$ cat src/rtl/btn_move_ctrl_pkg.sv
// Shared types and constants for the pushbutton movement controller.
// Covers the per-button FSM state encoding and the button bit positions.
package btn_move_ctrl_pkg;

    typedef enum logic [1:0] {
        IDLE   = 2'd0,
        DELAY  = 2'd1,
        REPEAT = 2'd2
    } moveState_e;

    localparam int UP       = 0;
    localparam int DOWN     = 1;
    localparam int LEFT     = 2;
    localparam int RIGHT    = 3;
    localparam int NUM_BTNS = 4;

    // When both buttons of an opposing pair are held, every step in that pair is suppressed.
    function automatic logic [NUM_BTNS-1:0] oppositeMask(input logic [NUM_BTNS-1:0] levels);
        logic [NUM_BTNS-1:0] mask;
        mask = '0;
        if (levels[UP] && levels[DOWN]) begin
            mask[UP]   = 1'b1;
            mask[DOWN] = 1'b1;
        end
        if (levels[LEFT] && levels[RIGHT]) begin
            mask[LEFT]  = 1'b1;
            mask[RIGHT] = 1'b1;
        end
        return mask;
    endfunction

endpackage

$ cat src/rtl/btn_move_ctrl_debounce.sv
// Single-bit pushbutton conditioner: a 2-flop synchronizer followed by a stability counter.
// levelNext is the value level takes at the next edge; the move FSM uses it so that its step lines up with the accepted edge.
module btn_debounce #(
    parameter int DEBOUNCE_CYCLES = 1000000
) (
    input  logic clk,
    input  logic rst,
    input  logic raw,
    output logic level,
    output logic levelNext
);

    localparam logic [31:0] STABLE_TERM = 32'(DEBOUNCE_CYCLES - 1);

    logic [1:0]  syncQ;
    logic [31:0] stableCnt;
    logic        differs;

    assign differs = (syncQ[1] != level);

    // The synchronized value must differ from level for DEBOUNCE_CYCLES consecutive cycles before level follows it.
    always_ff @(posedge clk or posedge rst) begin
        if (rst) begin
            syncQ     <= 2'b00;
            stableCnt <= '0;
            level     <= 1'b0;
        end else begin
            syncQ <= {syncQ[0], raw};
            if (!differs) begin
                stableCnt <= '0;
            end else if (stableCnt == STABLE_TERM) begin
                level     <= ~level;
                stableCnt <= '0;
            end else if (stableCnt < STABLE_TERM) begin
                stableCnt <= stableCnt + 32'd1;
            end
        end
    end

    always_comb begin
        levelNext = level;
        if (differs && (stableCnt == STABLE_TERM)) begin
            levelNext = ~level;
        end
    end

endmodule

$ cat src/rtl/btn_move_ctrl.sv
// Debounces four direction buttons and turns each held button into a step strobe with delayed auto-repeat.
// When opposing directions are both held, their steps are cancelled; btnClk2 is the combined move strobe.
module btn_move_ctrl
    import btn_move_ctrl_pkg::*;
#(
    parameter int DEBOUNCE_CYCLES = 1000000,
    parameter int REPEAT_DELAY    = 40000000,
    parameter int REPEAT_PERIOD   = 10000000
) (
    input  logic                clk,
    input  logic                rst,
    input  logic [NUM_BTNS-1:0] btns_raw,
    output logic [NUM_BTNS-1:0] btns,
    output logic [NUM_BTNS-1:0] step,
    output logic                btnClk2
);

    localparam logic [31:0] DELAY_TERM  = 32'(REPEAT_DELAY - 1);
    localparam logic [31:0] PERIOD_TERM = 32'(REPEAT_PERIOD - 1);

    logic [NUM_BTNS-1:0] levelNext;
    logic [NUM_BTNS-1:0] stepReq;
    logic [NUM_BTNS-1:0] cancelMask;
    logic [NUM_BTNS-1:0] stepGated;
    moveState_e          state  [NUM_BTNS];
    logic [31:0]         repCnt [NUM_BTNS];

    for (genvar g = 0; g < NUM_BTNS; g++) begin : genDebounce
        btn_debounce #(
            .DEBOUNCE_CYCLES(DEBOUNCE_CYCLES)
        ) uDebounce (
            .clk      (clk),
            .rst      (rst),
            .raw      (btns_raw[g]),
            .level    (btns[g]),
            .levelNext(levelNext[g])
        );
    end

    // Decide which FSMs fire on the coming edge, judged against the level the button is about to take.
    always_comb begin
        stepReq = '0;
        for (int i = 0; i < NUM_BTNS; i++) begin
            case (state[i])
                IDLE:    stepReq[i] = levelNext[i];
                DELAY:   stepReq[i] = levelNext[i] && (repCnt[i] == DELAY_TERM);
                REPEAT:  stepReq[i] = levelNext[i] && (repCnt[i] == PERIOD_TERM);
                default: stepReq[i] = 1'b0;
            endcase
        end
        cancelMask = oppositeMask(levelNext);
        stepGated  = stepReq & ~cancelMask;
    end

    // Per-button press/delay/repeat FSMs; the cancel only masks the strobes, so the FSMs keep their timing.
    always_ff @(posedge clk or posedge rst) begin
        if (rst) begin
            for (int i = 0; i < NUM_BTNS; i++) begin
                state[i]  <= IDLE;
                repCnt[i] <= '0;
            end
            step    <= '0;
            btnClk2 <= 1'b0;
        end else begin
            for (int i = 0; i < NUM_BTNS; i++) begin
                if (!levelNext[i]) begin
                    state[i]  <= IDLE;
                    repCnt[i] <= '0;
                end else begin
                    case (state[i])
                        IDLE: begin
                            state[i]  <= DELAY;
                            repCnt[i] <= '0;
                        end
                        DELAY: begin
                            if (repCnt[i] == DELAY_TERM) begin
                                state[i]  <= REPEAT;
                                repCnt[i] <= '0;
                            end else if (repCnt[i] < DELAY_TERM) begin
                                repCnt[i] <= repCnt[i] + 32'd1;
                            end
                        end
                        REPEAT: begin
                            if (repCnt[i] == PERIOD_TERM) begin
                                repCnt[i] <= '0;
                            end else if (repCnt[i] < PERIOD_TERM) begin
                                repCnt[i] <= repCnt[i] + 32'd1;
                            end
                        end
                        default: begin
                            state[i]  <= IDLE;
                            repCnt[i] <= '0;
                        end
                    endcase
                end
            end
            step    <= stepGated;
            btnClk2 <= |stepGated;
        end
    end

endmodule

$ cat config.mk
export PLATFORM = sky130hd
export DESIGN_NAME = btn_move_ctrl
export DESIGN_NICKNAME = d
export VERILOG_FILES = /design/src/rtl/btn_move_ctrl_pkg.sv /design/src/rtl/btn_move_ctrl_debounce.sv /design/src/rtl/btn_move_ctrl.sv
export SDC_FILE = /design/constraint.sdc
export NUM_CORES = 1
export LEC_CHECK = 0
export BUFFER_PORTS_ARGS = -buffer_cell sky130_fd_sc_hd__buf_2
export CAP_MARGIN = 5
export CORE_ASPECT_RATIO = 2
export CORE_MARGIN = 2
export CORE_UTILIZATION = 52
export DETAILED_ROUTE_END_ITERATION = 12
export PLACE_DENSITY = 0.82
export SLEW_MARGIN = 25
export SYNTH_ARGS = -nofsm -noshare
export SYNTH_HDL_FRONTEND = slang
export SYNTH_SLANG_ARGS = --single-unit
$ cat constraint.sdc
create_clock -name clk -period 9.4 [get_ports clk]
set_clock_uncertainty 0.2 [all_clocks]
set_input_delay 1.88 -clock clk [delete_from_list [all_inputs] [get_ports clk]]
set_output_delay 1.88 -clock clk [all_outputs]
set_load 0.005 [all_outputs]
==> results of run 1 <==
## power breakdown
group | switching (mW) | total, mW | internal (mW)
Clock | 0.482 | 1.15 | 0.667
Combinational | 0.0356 | 0.0432 | 0.00754
Sequential | 0.00557 | 1.22 | 1.21
## worst paths after layout
path,endpoint,from,depth (start not counted),slack [ns]
worst min-delay path,genDebounce[3].uDebounce.syncQ[1],genDebounce[3].uDebounce.syncQ[0],0,0.14
worst max-delay path,repCnt[102],genDebounce[0].uDebounce.stableCnt[12],8,5.54
max in group asynchronous,repCnt[33],rst,4,6.16
worst min register to register,genDebounce[3].uDebounce.syncQ[1],genDebounce[3].uDebounce.syncQ[0],0,0.14
min in group asynchronous,repCnt[105],rst,3,1.35
worst max register to register,repCnt[102],genDebounce[0].uDebounce.stableCnt[12],8,5.54
## cell type report
| type | instances | area (µm²) |
|---|---|---|
| Sequential cell | 281 | 7030 |
| Tap cell | 360 | 450 |
| Multi-Input combinational cell | 1221 | 7400 |
| Clock inverter | 16 | 210 |
| Inverter | 62 | 236 |
| Clock buffer | 33 | 728 |
| Fill cell | 2508 | 12400 |
| Timing Repair Buffer | 28 | 179 |
## worst max-delay path, stage by stage, from the launching register on
cell and delay [ns]:
dfrtp_1 0.39, or4_1 0.57, nor4_1 0.51, and4_1 0.32
o221ai_1 0.12, buf_4 0.23, nand3b_1 0.74, or3_1 0.60
o21ai_0 0.07
## synth_stat cells, types with 12 or more instances
master    number
a21oi_1       64
a31oi_1       23
and2_1        41
and3_1        87
and4_1        15
clkbuf_1      73
dfrtp_1      281
ha_1          27
inv_1         60
nand2_1      115
nand3_1       69
nand4_1       44
nor2_1       140
nor2b_1       24
nor3_1        28
nor4_1        52
o211ai_1      28
o21ai_0      156
o31ai_1       44
o41ai_1       19
or3_1         48
or4_1         19
xnor2_1       12
xor2_1        41
## sequential cells by signal, indices dropped and copies added, names as in the netlist
| name | count |
|---|---|
| genDebounce.uDebounce.stableCnt | 128 |
| genDebounce.uDebounce.level | 4 |
| genDebounce.uDebounce.syncQ | 8 |
| step | 4 |
| state | 8 |
| repCnt | 128 |
| btnClk2 | 1 |
## cells by family (layout without fill, tap and decap cells)
kind of cell,Yosys count,in the layout,share of synthesized area [%]
compound gates,410,410,17.4
mux,4,4,0.266
fa+ha+maj,27,27,2.25
flops,281,281,46.8
simple gates,727,727,26.1
xor+xnor,53,53,3.09
buf+inv,151,139,4.13
## layer usage
| metal | vias up | track usage [%] | wire length, µm | part of all wire [%] |
|---|---|---|---|---|
| met5 | - | 0 | 0 | 0 |
| met2 | 289 | 33.2 | 14800 | 46 |
| met4 | 0 | 7.11 | 698 | 2.2 |
| met3 | 42 | 2.21 | 1350 | 4.2 |
| li1 | 6011 | - | - | - |
| met1 | 5991 | 30.5 | 15300 | 48 |
## stage by stage
| step | setup WS (ns) | hold WS (ns) | power, mW |
|---|---|---|---|
| finish | 5.54 | 0.141 | 2.41 |
| global route | 5.29 | 0.163 | 2.49 |
| CTS | 5.55 | 0.144 | 2.44 |
| detailed placement | 5.47 | 0.135 | 1.29 |
| global placement | 5.48 | 0.133 | 1.29 |
| floorplan | 3.60 | 0.131 | 1.28 |
==> flow_summary_export.csv, run 1 <==
group,metric,value,unit
finish,area_delta_synth_final,7.96,%
finish,stdcell_area,0.0162,mm²
finish,layout_common_cells,"281 x dfrtp_1, 155 x o21ai_0, 140 x nor2_1",
timing,final-hold-violation-count,0,
finish,final_common_cell,"dfrtp_1",
route,drt-initial-drc-count,1086,
clock_network,clock_path_buffers,3,
timing,worst_pin_slew,1.00,ns
place,dp.cells,1952,
timing,finalCriticalPeriod,3.86,ns
yosys,synth_area_leaders,"dfrtp_1 47%, o21ai_0 5.2%, and3_1 3.6%, nor2_1 3.5%, nand2_1 2.9%",
yosys,postSynthCellCount,1653,
global_routing,grt_usage,21.0,%
place,place_area,0.0153,mm²
yosys,synthesis.nets,1686,
timing,rsz0062_at_grt,"no",
clock_network,path_clk_slew,0.07,ns
finish,layout-drive-gt1-share,5.97,%
worst_setup_path,worstPathRequired,9.66,ns
yosys,synth.top_cell.area_share,46.8,%
clock_network,cts_sinks,281,
timing,fin_crit_sh,41.0,%
route,dr.pass1.iters,7,
route,wl,32100,µm
global_routing,overflow,0,
worst_hold_path,hold_path.class,"flip-flop to flip-flop",
worst_setup_path,arrival,4.12,ns
finish,fin_nets,1654,
yosys,post_synth.cell_area_avg,9.10,µm²
timing,slew_headroom,32.9,%
timing,tns,0,ns
timing,setup_violations,0,
finish,post-route-util,56.7,%
worst_setup_path,timing.critical_path.fanout_max,24,
route,drc_errors,0,
flow_run,maxCapViolations,0,
global_routing,grt_max_degree,83,
clock_network,post_cts_buffers,0,
yosys,synth-seq-area-share,46.8,%
timing,slew_viol_final,0,
floorplanning,die_x,124,µm
yosys,yosysUniqueCellTypes,72,
route,viasPerCell,6.16,
yosys,ys_seq_elements,281,
clock_network,cts_tree,"done",
place,gp_congestion,0.864,
pwr,power_density,149,mW/mm²
worst_setup_path,endpoint_kind,"flip-flop",
route,dr_total_vias,12300,
clock_network,cts_root_buf,"clkbuf_16",
worst_setup_path,criticalPathCategory,"flip-flop to flip-flop",
place,dp_hpwl,20900,µm
place,io_buffers,14,
clock_network,ctsResizeCount,0,
yosys,syn-cell-area,0.0150,mm²
clock_network,clock_latency,0.56,ns
yosys,ys_warn_count,0,
floorplanning,die_h,245,µm
global_routing,antenna_found_initial,0,
route,antenna_left,0,
clock_network,cts_buffers,27,
yosys,synthFlopType,"dfrtp_1",
floorplanning,dieArea,0.0304,mm²
floorplanning,initial_utilization,52.5,%
pwr,leakage,7.15,nW
floorplanning,ios,15,
timing,clock.fmax,0.259,GHz
pwr,peakVddDrop,156,µV
floorplanning,coreArea,0.0286,mm²
global_routing,grt_pass1_vias,11700,
clock_network,ctsHoldBuffers,0,
global_routing,grt_pass1_wl,56000,µm
worst_setup_path,cp-start-kind,"flip-flop",
finish,antenna_cells,0,
floorplanning,fp-row-count,88,
clock_network,cts_max_level,1,
finish,final_cells,2001,
route,post_drt_wl_per_cell,16.0,µm
outcome,outcome,"finished, final reports clean",
yosys,async_reset_ff_share,100,%
yosys,synth_top_cell_by_area,"dfrtp_1",
yosys,synth-edff-count,0,
(Power assumes the default switching activity.)
==> run 2: changes to the inputs <==
ABC_AREA = 1   (was unset)
clock period = 3.5 ns   (was 9.4 ns; I/O delays follow)
==> flow_summary_export.csv, run 2 <==
group,metric,value,unit
outcome,outcome,"finished, final reports clean",
pwr,power_density,337,mW/mm²
worst_setup_path,path_cells,"ha_1, nand2_1, nor2_4, nand2_1, nor2_1, nand3_1, nand2_2, nand4_1, nand2_4, inv_4, nand2_1, nand2_1",
floorplanning,initial_utilization,52.7,%
global_routing,grt_pass1_wl,77500,µm
timing,whs,0.0327,ns
floorplanning,fp-row-count,97,
route,dr.pass1.iters,6,
yosys,syn-cell-area,0.0184,mm²
clock_network,cts_buffers,27,
yosys,post_synth.cell_area_avg,6.85,µm²
clock_network,post_cts_buffers,0,
worst_setup_path,cp-start-kind,"flip-flop",
timing,fin_crit_sh,80.5,%
clock_network,clock_path_buffers,3,
finish,stdcell_area,0.0196,mm²
timing,setup_violations,0,
yosys,synth.top_cell.area_share,38.2,%
route,dr_total_vias,16900,
finish,post-route-util,56.2,%
global_routing,overflow,0,
timing,final-hold-violation-count,0,
clock_network,ctsHoldBuffers,1,
route,drc_errors,0,
yosys,postSynthCellCount,2690,
finish,largestRegisters,"genDebounce.uDebounce.stableCnt (128), repCnt (128)",
worst_setup_path,worstPathRequired,3.76,ns
global_routing,grt_pass1_vias,16900,
finish,antenna_cells,0,
route,antenna_left,0,
global_routing,grt_max_degree,81,
pwr,comb_power_share,2.1,%
yosys,synth-edff-count,0,
place,io_buffers,14,
timing,clock.fmax,0.355,GHz
worst_setup_path,arrival,3.08,ns
finish,layout-drive-gt1-share,6.82,%
clock_network,path_clk_slew,0.07,ns
floorplanning,die_x,137,µm
place,dp_hpwl,33900,µm
yosys,ys_warn_count,0,
finish,fin_nets,2697,
pwr,clockPowerShare,48.4,%
timing,worst_pin_slew,0.726,ns
timing,rsz0062_at_grt,"no",
clock_network,clock_latency,0.58,ns
worst_setup_path,cp_slowest_cell,"dfrtp_1",
floorplanning,dieArea,0.0370,mm²
clock_network,cts_root_buf,"clkbuf_16",
route,drt-initial-drc-count,985,
place,place_area,0.0187,mm²
route,viasPerCell,5.39,
pwr,power_switching,1.53,mW
clock_network,cts_max_level,1,
worst_hold_path,hold_path.class,"input pin to flip-flop",
timing,slew_viol_final,0,
timing,finalCriticalPeriod,2.82,ns
floorplanning,coreArea,0.0350,mm²
yosys,yosysMostFrequentCell,"nand2_1",
yosys,ys_seq_elements,281,
global_routing,grt_usage,25.3,%
finish,final_common_cell,"nand2_1",
timing,slew_headroom,51.5,%
pwr,pwr-share-seq,49.5,%
finish,area_delta_synth_final,6.62,%
route,post_drt_wl_per_cell,14.4,µm
yosys,synthesis.nets,2723,
yosys,synth_top_cell_by_area,"dfrtp_1",
yosys,async_reset_ff_share,100,%
yosys,synth-seq-area-share,38.2,%
worst_setup_path,criticalPathCategory,"flip-flop to flip-flop",
pwr,leakage,9.08,nW
finish,final_cells,3130,
finish,layout_common_cells,"769 x nand2_1, 428 x nor2_1, 325 x inv_1",
pwr,p_sw_share,23.2,%
worst_setup_path,cp_common_cell,"nand2_1",
clock_network,cts_sinks,281,
pwr,peakVddDrop,418,µV
worst_setup_path,critPathMaxStageDelay,0.41,ns
worst_setup_path,endpoint_kind,"flip-flop",
flow_run,maxCapViolations,0,
pwr,intPower,5.08,mW
route,wl,45100,µm
place,gp_congestion,0.979,
yosys,synthFlopType,"dfrtp_1",
finish,nFillCells,3300,
global_routing,antenna_found_initial,0,
floorplanning,die_h,270,µm
yosys,synth_area_leaders,"dfrtp_1 38%, nand2_1 16%, nor2_1 8.7%, inv_1 6.6%, nand3_1 6.0%",
clock_network,cts_tree,"done",
floorplanning,ios,15,
yosys,synthTopCellsByCount,"769 x nand2_1, 428 x nor2_1, 326 x inv_1, 281 x dfrtp_1, 221 x nand3_1",
worst_setup_path,timing.critical_path.fanout_max,44,
yosys,yosysUniqueCellTypes,48,
place,dp.cells,3079,
clock_network,ctsResizeCount,0,
==> run 2: cell count changes in the layout (fill, tap and decap cells not counted), sizes merged, moves of 48 or more <==
cell	before	now
and3	87	0
nand3	69	232
nand2	115	796
xor2	41	112
inv	61	348
or3	48	0
nor2	140	454
==> run 2: power by group through the flow <==
stage	Combinational, mW	Sequential (mW)	Clock (mW)
finish	0.139	3.28	3.20
global route	0.164	3.28	3.40
CTS	0.145	3.28	3.28
detailed placement	0.144	3.34	0
global placement	0.139	3.34	0
floorplan	0.0929	3.34	0
==> run 2: per-layer routing <==
layer,GRT usage [%],wire (µm),vias up
met1,26.1,16300,7869
met5,0,0,-
met4,14.3,2520,0
li1,-,-,8372
met2,47.9,24700,446
met3,2.74,1540,180
==> run 2: path summary, 6_finish.rpt <==
kind	from	to	slack (ns)	cells after the start
max	genDebounce[1].uDebounce.stableCnt[0]	repCnt[87]	0.68	12
min	btns_raw[3]	genDebounce[3].uDebounce.syncQ[0]	0.03	1
max reg2reg	genDebounce[1].uDebounce.stableCnt[0]	repCnt[87]	0.68	12
min reg2reg	genDebounce[3].uDebounce.syncQ[0]	genDebounce[3].uDebounce.syncQ[1]	0.14	0
max in group asynchronous	rst	repCnt[20]	1.71	4
min in group asynchronous	rst	repCnt[89]	0.54	3
==> run 2: kinds of logic after synthesis <==
| group | after synthesis | share of synthesized area (%) |
|---|---|---|
| AOI/OAI and AO/OA | 186 | 5.66 |
| xor gates and xnor gates | 118 | 5.65 |
| adders and majority gates | 27 | 1.83 |
| buffers and inverters | 430 | 10.0 |
| DFF | 281 | 38.2 |
| and+or+nand+nor | 1648 | 38.6 |
==> run 2: area by class of cell <==
type	count	area (µm²)	area share (%)
Clock buffer	28	689	3.51
Tap cell	445	557	2.83
Inverter	344	1300	6.61
Clock inverter	22	289	1.47
Sequential cell	281	7030	35.8
Timing Repair Buffer	31	238	1.21
Multi-Input combinational cell	1979	9540	48.6
==> run 2: worst max-delay path: cells and delay by family (launching register included) <==
family	cells	cell delay [ns]
AND/OR/NAND/NOR	10	1.72
buffers and inverters	1	0.16
adder cells (fa/ha/maj)	1	0.22
flip-flops	1	0.41
==> run 2: stage by stage <==
stage	setup WS [ns]	total power [mW]	setup TNS [ns]
finish	0.684	6.61	0
global route	0.372	6.84	0
CTS	0.670	6.70	0
detailed placement	0.683	3.48	0
global placement	0.801	3.48	0
floorplan	-1.12	3.43	-315.09
==> run 3: changes to the inputs <==
ABC_AREA = 0   (was 1)
PLACE_DENSITY = 0.8   (was 0.82)
clock period = 2.9 ns   (was 3.5 ns; I/O delays follow)
==> flow_summary_export.csv, run 3 (synthesis results as in run 1) <==
group,metric,value,unit
outcome,outcome,"finished, final reports clean",
finish,layout-drive-gt1-share,16.0,%
timing,worst_pin_slew,0.733,ns
pwr,peakVddDrop,567,µV
route,dr.pass1.iters,7,
worst_setup_path,rrSetupSlack,0.02,ns
finish,layout_common_cells,"280 x dfrtp_1, 144 x buf_4, 136 x nor2_1",
floorplanning,fp-row-count,88,
timing,timing.final.ws_setup,0.0205,ns
clock_network,cts_buffers,26,
place,place_area,0.0164,mm²
finish,final_common_cell,"dfrtp_1",
place,gp_congestion,0.914,
route,drt-initial-drc-count,1176,
worst_hold_path,whs_endpoint,"genDebounce[1].uDebounce.syncQ[1]",
worst_setup_path,worstPathRequired,3.16,ns
timing,clock.fmax,0.347,GHz
floorplanning,dieArea,0.0304,mm²
timing,setup_violations,0,
global_routing,grt_usage,22.8,%
worst_setup_path,startpoint,"repCnt[59]",
floorplanning,coreArea,0.0286,mm²
place,dp_hpwl,23300,µm
clock_network,cts_sinks,281,
floorplanning,die_h,245,µm
timing,fin_crit_sh,99.3,%
worst_setup_path,cp-start-kind,"flip-flop",
worst_hold_path,hold_path_startpoint,"genDebounce[1].uDebounce.syncQ[0]",
route,wl,35800,µm
finish,fin_nets,1809,
timing,final-hold-violation-count,0,
clock_network,cts_tree,"done",
finish,area_delta_synth_final,18.8,%
route,post_drt_wl_per_cell,16.6,µm
finish,stdcell_area,0.0179,mm²
global_routing,grt_pass1_vias,12500,
timing,rsz0062_at_grt,"yes",
place,post-place-ws,-0.0974,ns
route,antenna_left,0,
clock_network,cts_max_level,1,
clock_network,clock_path_buffers,3,
floorplanning,ios,15,
worst_setup_path,timing.critical_path.fanout_max,8,
worst_setup_path,rr_worst_depth,10,
place,dp.cells,2084,
finish,largestRegisters,"genDebounce.uDebounce.stableCnt (128), repCnt (128)",
pwr,leakage,8.10,nW
finish,final_cells,2156,
worst_hold_path,holdPathStages,0,
clock_network,path_clk_slew,0.06,ns
timing,finalCriticalPeriod,2.88,ns
worst_setup_path,criticalPathCategory,"flip-flop to flip-flop",
route,dr_total_vias,13200,
worst_setup_path,r2r-start,"repCnt[59]",
timing,slew_headroom,50.9,%
floorplanning,initial_utilization,52.5,%
worst_hold_path,hold_path.class,"flip-flop to flip-flop",
global_routing,grt_max_degree,55,
global_routing,antenna_found_initial,0,
worst_setup_path,endpoint_kind,"flip-flop",
clock_network,clock_latency,0.54,ns
worst_setup_path,timing.rr.end,"repCnt[45]",
clock_network,cts_root_buf,"clkbuf_16",
global_routing,overflow,0,
timing,whs,0.149,ns
flow_run,maxCapViolations,0,
route,viasPerCell,6.12,
finish,antenna_cells,0,
timing,slew_viol_final,0,
pwr,power_density,444,mW/mm²
worst_setup_path,arrival,3.14,ns
finish,post-route-util,62.4,%
place,io_buffers,14,
global_routing,grt_pass1_wl,59900,µm
floorplanning,die_x,124,µm
route,drc_errors,0,
==> run 3: cell types whose count changed in the layout (fill, tap and decap cells not counted), sizes merged, moves of 48 or more <==
cell and delta:
and3 +87, buf +146, inv -287, nand2 -681, nand3 -163, nor2 -314
or3 +48, xor2 -71
==> run 3: area by class of cell <==
cell class              instances  area, µm²
clock inverters                11        163
fillers                      2260      10800
flip-flops and latches        281       7030
multi-input cells            1221       7630
clock buffers                  37        803
inverters                      62        236
repair buffers                184       1540
well taps                     360        450
==> run 3: stage by stage <==
stage,total power [mW],TNS [ns]
2_1_floorplan,4.13,-449.97
3_3_place_gp,4.20,-0.264
3_5_place_dp,4.20,-1.04
4_1_cts,8.03,0
5_1_grt,8.21,-1.01
6_report,7.93,0
==> run 3: worst max-delay path, stage by stage, from the launching register on <==
cell and delay [ns]:
dfrtp_1 0.36, nor4_2 0.05, buf_4 0.13, and4_1 0.23, a31oi_2 0.23, buf_4 0.14
or3b_4 0.36, a2111o_1 0.50, buf_6 0.17, or3_1 0.34, o21ai_1 0.09
==> run 3: worst max-delay path by stage <==
| stage | to | slack (ns) | cells after the start |
|---|---|---|---|
| floorplan | btnClk2 | -1.60 | 1 |
| global placement | repCnt[127] | -0.04 | 11 |
| detailed placement | repCnt[121] | -0.1 | 11 |
| CTS | repCnt[82] | 0.006 | 8 |
| global route | btnClk2 | -0.08 | 9 |
| finish | repCnt[45] | 0.02 | 10 |
==> run 3: metal layers <==
metal	global-route usage [%]	vias to the layer above	wire length, µm
li1	-	6322	-
met1	32.0	6392	15800
met2	37.3	424	17400
met3	2.45	58	1880
met4	7.24	0	744
met5	0	-	0
==> run 3: power breakdown <==
part           leakage (nW)  switching [mW]  internal (mW)
sequential             3.90          0.0203           3.94
clock                 0.484            1.52           2.29
combinational          3.72           0.125         0.0471
total                  8.10            1.66           6.27
==> run 3: repair_timing <==
action | CTS | global route
hold buffers | 5 | 0
endpoints found under the hold margin | 14 | 0
setup buffers | 1 | 12
gates cloned | 2 | 4
pin swaps | 6 | 17
gates resized for setup | 15 | 71
setup endpoints to repair | 48 | 77
